===== config.mk =====
export PLATFORM = sky130hd
export DESIGN_NAME = inst_mem_loader
export DESIGN_NICKNAME = d
export VERILOG_FILES = /design/src/rtl/inst_mem_loader.sv
export SDC_FILE = /design/constraint.sdc
export NUM_CORES = 1
export LEC_CHECK = 0
export BUFFER_PORTS_ARGS = -buffer_cell sky130_fd_sc_hd__buf_2
export CORE_MARGIN = 8
export CORE_UTILIZATION = 47
export CTS_CLUSTER_SIZE = 24
export DETAILED_ROUTE_END_ITERATION = 7
export PLACE_DENSITY_LB_ADDON = 0.3
export SLEW_MARGIN = 10
export SYNTH_ARGS = -nofsm -noshare
export SYNTH_HDL_FRONTEND = slang
export SYNTH_SLANG_ARGS = --single-unit

===== constraint.sdc =====
create_clock -name clk -period 1.9 [get_ports clk]
set_input_delay 0.38 -clock clk [delete_from_list [all_inputs] [get_ports clk]]
set_output_delay 0.38 -clock clk [all_outputs]
set_load 0.005 [all_outputs]

===== src/rtl/inst_mem_loader.sv =====
// Stream-to-InstROM writer: sequential writes from a captured base address, then a one-cycle start pulse.
// Optional feature INST_MEM_LOADER_CKSUM_EN: the in_last beat is an XOR checksum of the session's words.
module inst_mem_loader #(
    parameter int ADDR_W = 11,
    parameter int INST_W = 9
) (
    input  logic              clk,
    input  logic              reset_n,
    input  logic              load_req,
    input  logic [ADDR_W-1:0] base_addr,
    input  logic              in_valid,
    input  logic [INST_W-1:0] in_data,
    input  logic              in_last,
    output logic              in_ready,
    output logic              mem_we,
    output logic [ADDR_W-1:0] mem_addr,
    output logic [INST_W-1:0] mem_wdata,
    output logic              busy,
    output logic              start,
    output logic [ADDR_W:0]   word_count,
    output logic              err
);

    localparam logic [2:0] IDLE  = 3'd0;
    localparam logic [2:0] LOAD  = 3'd1;
    localparam logic [2:0] START = 3'd2;
    localparam logic [2:0] DONE  = 3'd3;
    localparam logic [2:0] ERR   = 3'd4;

    localparam logic [ADDR_W-1:0] PTR_MAX = {ADDR_W{1'b1}};
    localparam logic [ADDR_W-1:0] PTR_ONE = {{(ADDR_W-1){1'b0}}, 1'b1};
    localparam logic [ADDR_W:0]   CNT_ONE = {{ADDR_W{1'b0}}, 1'b1};

    logic [2:0]        state_q, state_d;
    logic [ADDR_W-1:0] ptr_q, ptr_d;
    logic [ADDR_W:0]   cnt_q, cnt_d;
    logic              err_q, err_d;
    logic              we_q, we_d;
    logic [ADDR_W-1:0] addr_q, addr_d;
    logic [INST_W-1:0] wdata_q, wdata_d;
    logic              ready_q, busy_q, start_q;
    logic              accept_s;
`ifdef INST_MEM_LOADER_CKSUM_EN
    logic [INST_W-1:0] xor_q, xor_d;
`endif

    // Running checksum update: XOR fold of one more word
    function automatic logic [INST_W-1:0] cksum_next(input logic [INST_W-1:0] acc,
                                                     input logic [INST_W-1:0] word);
        return acc ^ word;
    endfunction

    // in_ready is a registered decode of the LOAD state, so accept needs no state compare
    assign accept_s = ready_q & in_valid;

    // Next-state, write-pointer and write-port logic
    always_comb begin
        state_d = state_q;
        ptr_d   = ptr_q;
        cnt_d   = cnt_q;
        err_d   = err_q;
        we_d    = 1'b0;
        addr_d  = addr_q;
        wdata_d = wdata_q;
`ifdef INST_MEM_LOADER_CKSUM_EN
        xor_d   = xor_q;
`endif
        case (state_q)
            IDLE, DONE, ERR: begin
                if (load_req) begin
                    state_d = LOAD;
                    ptr_d   = base_addr;
                    cnt_d   = {(ADDR_W+1){1'b0}};
                    err_d   = 1'b0;
`ifdef INST_MEM_LOADER_CKSUM_EN
                    xor_d   = {INST_W{1'b0}};
`endif
                end else begin
                    state_d = state_q;
                end
            end
            LOAD: begin
`ifdef INST_MEM_LOADER_CKSUM_EN
                if (accept_s && in_last) begin
                    // checksum beat: compared, never written or counted
                    if (in_data == xor_q) begin
                        state_d = START;
                    end else begin
                        state_d = ERR;
                        err_d   = 1'b1;
                    end
                end else if (accept_s) begin
                    we_d    = 1'b1;
                    addr_d  = ptr_q;
                    wdata_d = in_data;
                    cnt_d   = cnt_q + CNT_ONE;
                    xor_d   = cksum_next(xor_q, in_data);
                    if (ptr_q == PTR_MAX) begin
                        state_d = ERR;
                        err_d   = 1'b1;
                    end else begin
                        ptr_d = ptr_q + PTR_ONE;
                    end
                end else begin
                    state_d = LOAD;
                end
`else
                if (accept_s) begin
                    we_d    = 1'b1;
                    addr_d  = ptr_q;
                    wdata_d = in_data;
                    cnt_d   = cnt_q + CNT_ONE;
                    if (in_last) begin
                        state_d = START;
                    end else if (ptr_q == PTR_MAX) begin
                        // pointer pinned at top of memory; session aborts
                        state_d = ERR;
                        err_d   = 1'b1;
                    end else begin
                        ptr_d = ptr_q + PTR_ONE;
                    end
                end else begin
                    state_d = LOAD;
                end
`endif
            end
            START: begin
                state_d = DONE;
            end
            default: begin
                state_d = IDLE;
            end
        endcase
    end

    // State and registered outputs
    always_ff @(posedge clk or negedge reset_n) begin
        if (!reset_n) begin
            state_q <= IDLE;
            ptr_q   <= {ADDR_W{1'b0}};
            cnt_q   <= {(ADDR_W+1){1'b0}};
            err_q   <= 1'b0;
            we_q    <= 1'b0;
            addr_q  <= {ADDR_W{1'b0}};
            wdata_q <= {INST_W{1'b0}};
            ready_q <= 1'b0;
            busy_q  <= 1'b0;
            start_q <= 1'b0;
`ifdef INST_MEM_LOADER_CKSUM_EN
            xor_q   <= {INST_W{1'b0}};
`endif
        end else begin
            state_q <= state_d;
            ptr_q   <= ptr_d;
            cnt_q   <= cnt_d;
            err_q   <= err_d;
            we_q    <= we_d;
            addr_q  <= addr_d;
            wdata_q <= wdata_d;
            ready_q <= (state_d == LOAD);
            busy_q  <= (state_d == LOAD) || (state_d == START);
            start_q <= (state_d == START);
`ifdef INST_MEM_LOADER_CKSUM_EN
            xor_q   <= xor_d;
`endif
        end
    end

    assign in_ready   = ready_q;
    assign mem_we     = we_q;
    assign mem_addr   = addr_q;
    assign mem_wdata  = wdata_q;
    assign busy       = busy_q;
    assign start      = start_q;
    assign word_count = cnt_q;
    assign err        = err_q;

endmodule


## Word level (Yosys, flattened, before mapping)

Cells that the tools add are included.

- Add/subtract/negate cells: 2
- Equal/unequal tests: 12
- Muxes and demuxes: 20
- Bitwise operators: 1
- Reduce and logical (&&, ||, !) cells: 8

Operators by type and width:

| operator | count |
|---|---|
| 2-to-1 mux 11 bit | 4 |
| 2-to-1 mux 12 bit | 2 |
| case mux 12 bit (2 select lines) | 1 |
| case mux 11 bit (2 select lines) | 1 |
| adder 12 x 1 -> 12 bit (second input constant) | 1 |
| 2-to-1 mux 3 bit | 4 |
| adder 11 x 1 -> 11 bit (second input constant) | 1 |
| equality test 11 bit (second input constant) | 1 |
| != test 2 bit (second input constant) | 5 |
| AND reduction 5 bit | 2 |
| equality test 3 x 2 -> 1 bit (second input constant) | 3 |
| case mux 3 bit (3 select lines) | 1 |
| equality test 3 x 1 -> 1 bit (second input constant) | 2 |
| 2-to-1 mux 1 bit | 6 |
| equality test 3 bit (second input constant) | 1 |
| zero test 3 bit | 1 |
| AND reduction 3 bit | 1 |
| OR reduction 3 bit | 1 |
| case mux 1 bit (2 select lines) | 1 |
| AND reduction 2 bit | 1 |
| nonzero test 2 bit | 1 |
| AND 1 bit | 1 |
| logical OR 1 bit | 1 |

- Bits in registers: 51
- Output and inout port bits: 37
- Logic and storage cells: 53

## Longest topological paths before layout

- Depth after elaboration: 7
- Mapped depth: 7

## Worst setup path before layout

No wires, ideal clock.

- Path kind: register to register
- Start point: reg state_q[1]
- End point: reg cnt_q[8], in the netlist word_count[8]
- Setup time: 0.078 ns
- Data arrival time: 1.745 ns
- Data required time: 1.822 ns
- Slack: 0.077 ns
- Cell stages (with the launch flop): 8
- Path buffers: 1
- Period minus slack after synthesis: 1.823 ns
- Cell sequence: dfrtp_1 buf_2 nor3b_4 nand3_2 clkinv_2 nor2_2 or4_1 a21oi_1

- Longest elaborated chain between the ends: 4
- Elaborated cells on any way between the ends: 10
- Those cells by class: eq/ne (5); mux (1); reduce/logical (4)

Ends and longest elaborated chain:

| element | line | RTL |
|---|---|---|
| from (decl) | 34 | `logic [2:0] state_q, state_d;` |
| from (signal assigned) | 153 | `state_q <= state_d;` |
| equality test 3 x 2 -> 1 bit, or another cell as far along | 68 | `case (state_q)` |
| OR reduction 3 bit | 68 |  |
| != test 2 bit (no source line) / nonzero test 2 bit (equally long branches) | n/a |  |
| AND reduction 3 bit (no source line) | n/a |  |
| to (signal assigned) | 141 | `cnt_q <= {(ADDR_W+1){1'b0}};` |
| to (signal assigned) | 155 | `cnt_q <= cnt_d;` |
| to (decl) | 36 | `logic [ADDR_W:0] cnt_q, cnt_d;` |

Parallel ways exist; a longest one is shown, timed or not.
A chain may end at the register's enable or synchronous reset.

## Final worst setup path

- Start point: reg ptr_q[0]
- End point: reg ptr_q[6]

- Longest elaborated chain between the ends: 5
- Elaborated cells on any way between the ends: 8
- Those cells by class: add/sub (1); eq/ne (2); mux (4); reduce/logical (1)

Ends and longest elaborated chain:

| element | line | RTL |
|---|---|---|
| from (decl) | 35 | `logic [ADDR_W-1:0] ptr_q, ptr_d;` |
| from (signal assigned) | 140 | `ptr_q <= {ADDR_W{1'b0}};` |
| from (signal assigned) | 154 | `ptr_q <= ptr_d;` |
| adder 11 x 1 -> 11 bit | 120 | `ptr_d = ptr_q + PTR_ONE;` |
| 2-to-1 mux 11 bit | 115 | `end else if (ptr_q == PTR_MAX) begin` |
| 2-to-1 mux 11 bit | 113 | `if (in_last) begin` |
| 2-to-1 mux 11 bit | 108 | `if (accept_s) begin` |
| case mux 11 bit (2 select lines) | 68 |  |

Parallel ways exist; a longest one is shown, timed or not. The select of a mux whose other input is x is not followed.

==> results.cfg <==
[logic_synthesis]
synth-seq-cells = 51
avgSynthCellArea_um2 = 8.91
synth_common_cells = 88 x nand2_1, 51 x dfrtp_1, 18 x a21oi_1, 18 x nor2_1, 9 x clkbuf_1
synthFlopType = dfrtp_1
synth_top_area_share_pct = 52.4
synthArstFlopShare_pct = 100
yosysTopAreaCell = dfrtp_1
ys_seq_area_share_pct = 52.4
syn_nets = 300
yosysWarnings = 0
synthTopCellsByArea = dfrtp_1 52%, nand2_1 14%, a21oi_1 3.7%
synth_edf_count = 0
synth.distinct_cells = 44
synthCells = 273
yosysMostFrequentCell = nand2_1
synthesis.area_mm2 = 0.00243

[timing]
setup_viol = 0
min_period_ns = 1.78
period_share_pct = 93.7
grt_setup_unrepaired = no
timing.hold.ws_ns = -0.00588
tightestPinTransition_ns = 0.438
max_freq_mhz = 562
hold_viol_final = 15
slew_headroom_pct = 70.8
skew_ns = 0.0104
tns_ns = 0
drv_slew = 0

[clock_network]
post_cts_buffers = 0
cts_tree = done
cts_buffer_depth = 2
cts_sinks = 51
cts_max_level = 2
clk_latency_ns = 0.31
numCtsBuffers = 5
cts_resized = 0
clockRootBuffer = clkbuf_8
cts_hold_buf = 0
cts.clk_slew.worst_paths_ns = 0.10

[setup_path]
timing.critical_path.buf_inv = 1
worstPathCellList = ha_1, and4_1, a41o_1, a22oi_2, buf_4, nand2_1, a21o_1
path_max_fanout = 10
end_kind = flip-flop
worstSetupPathType = reg2reg
critPathRequiredTime_ns = 2.10
worst_path_largest_cell_delay_ns = 0.40
critPathLaunchType = flip-flop
critPathTopFamily = compound AO/OA/AOI/OAI gates
cp_slowest_cell = dfrtp_1
crit_arrival_ns = 1.98

[finish]
seq_area_mm2 = 0.00128
area_growth_pct = 24.6
finalNonFillerCells = 420
nets = 376
multi_input_area_mm2 = 0.00109
num_antenna_cells = 0
final_core_util_pct = 60.1
fillers = 448
design_area_mm2 = 0.00303
drive_above_1_share_pct = 27.7

[grt]
grt_pass1_vias = 2231
grt_pass1_wl_um = 10000
grt_remaining_overflow = 0
antenna_found_initial = 0
grt_max_degree = 28
grt_usage_pct = 16.5

[place]
dpl.cell_count = 412
placed_cell_area_mm2 = 0.00293
hpwl_um = 4550
place_congestion = 0.877
numPortBuffers = 61

[route]
drt_wl_total_um = 6060
wl_per_cell_um = 14.4
met2_length_um = 2850
vias_per_cell = 5.25
wl_met1_um = 2700
vias = 2206
first_iter_violations = 144
firstDrtPassIters = 4
routed-wl-met3_um = 448
top_layer = met4
ant_nets = 0
remaining_drc_errors = 0

[status]
outcome = finished, violations left
violations = hold timing

[die]
core_area_mm2 = 0.00504
row_count = 26
fp.dieArea_mm2 = 0.00774
ios = 62
start_util_pct = 48.3
die_h_um = 88.0
die_x_um = 88.0

[run]
max-cap-violations = 0

[hold_path]
hp-class = in2async

[power_and_ir_drop]
p_leak_nw = 1.55
peakVddDrop_mv = 0.787
power_density_mw_per_mm2 = 1520
layout make-up:
type	count	share of cell area [%]
Multi-Input combinational cell	205	36.1
Sequential cell	51	42.1
Tap cell	70	2.89
Clock inverter	3	0.949
Timing Repair Buffer	80	14.9
Inverter	6	0.784
Clock buffer	5	2.27
cell families (layout without fill, tap and decap cells):
logic type      count (synthesis)  in the layout  share of synthesized area (%)
simple gates                  138            138                           25.1
compound gates                 58             58                           16.1
fa+ha+maj                       2              2                           1.03
buf+inv                        17             94                           2.78
xor+xnor                        7              7                           2.52
flops                          51             51                           52.4
placed cells by master (no fill, tap or decap), types with 7 or more instances in the layout:
master,netlist,layout
dfrtp_1,51,50
nor2_1,18,18
buf_2,2,61
o22ai_1,7,7
nand2_1,88,88
a21oi_1,18,18
nand3_1,8,8
buf_4,0,18
stage by stage:
step,total power [mW],hold WS (ns),setup WS [ns]
3_3_place_gp,3.88,0.349,0.143
4_1_cts,4.62,0.00570,0.0549
3_5_place_dp,3.95,0.355,0.0725
6_report,4.60,-0.00588,0.120
5_1_grt,4.98,0.00974,0.0437
2_1_floorplan,3.06,0.0844,0.0769
worst paths after layout:
| kind | from | end | slack (ns) | cells past startpoint |
|---|---|---|---|---|
| setup / recovery | ptr_q[0] | ptr_q[6] | 0.12 | 7 |
| hold / removal | reset_n | word_count[9] | -0.006 | 1 |
| setup reg to reg | ptr_q[0] | ptr_q[6] | 0.12 | 7 |
| hold reg to reg | mem_addr[2] | mem_addr[2] | 0.47 | 2 |
| max in group asynchronous | reset_n | ptr_q[8] | 1.30 | 2 |
| min in group clk | in_data[3] | mem_wdata[3] | 0.25 | 3 |
registers in the layout, summed over array words and instances, names as in the netlist, 3 cells and up:
name,count
mem_wdata,9
ptr_q,11
word_count,12
mem_addr,11
state_q,3
per-layer routing:
metal	GRT usage, %	vias up
li1	-	1100
met1	19.7	1052
met2	27.2	48
met3	5.63	6
met4	5.16	0
met5	0	-
report_power, final:
| part | leakage [nW] | total, mW | internal (mW) | switching, mW |
|---|---|---|---|---|
| combinational | 0.863 | 2.12 | 0.931 | 1.19 |
| clock | 0.0502 | 0.662 | 0.273 | 0.389 |
| sequential | 0.635 | 1.82 | 1.49 | 0.323 |
No activity file was read; power rests on OpenSTA's default activity.
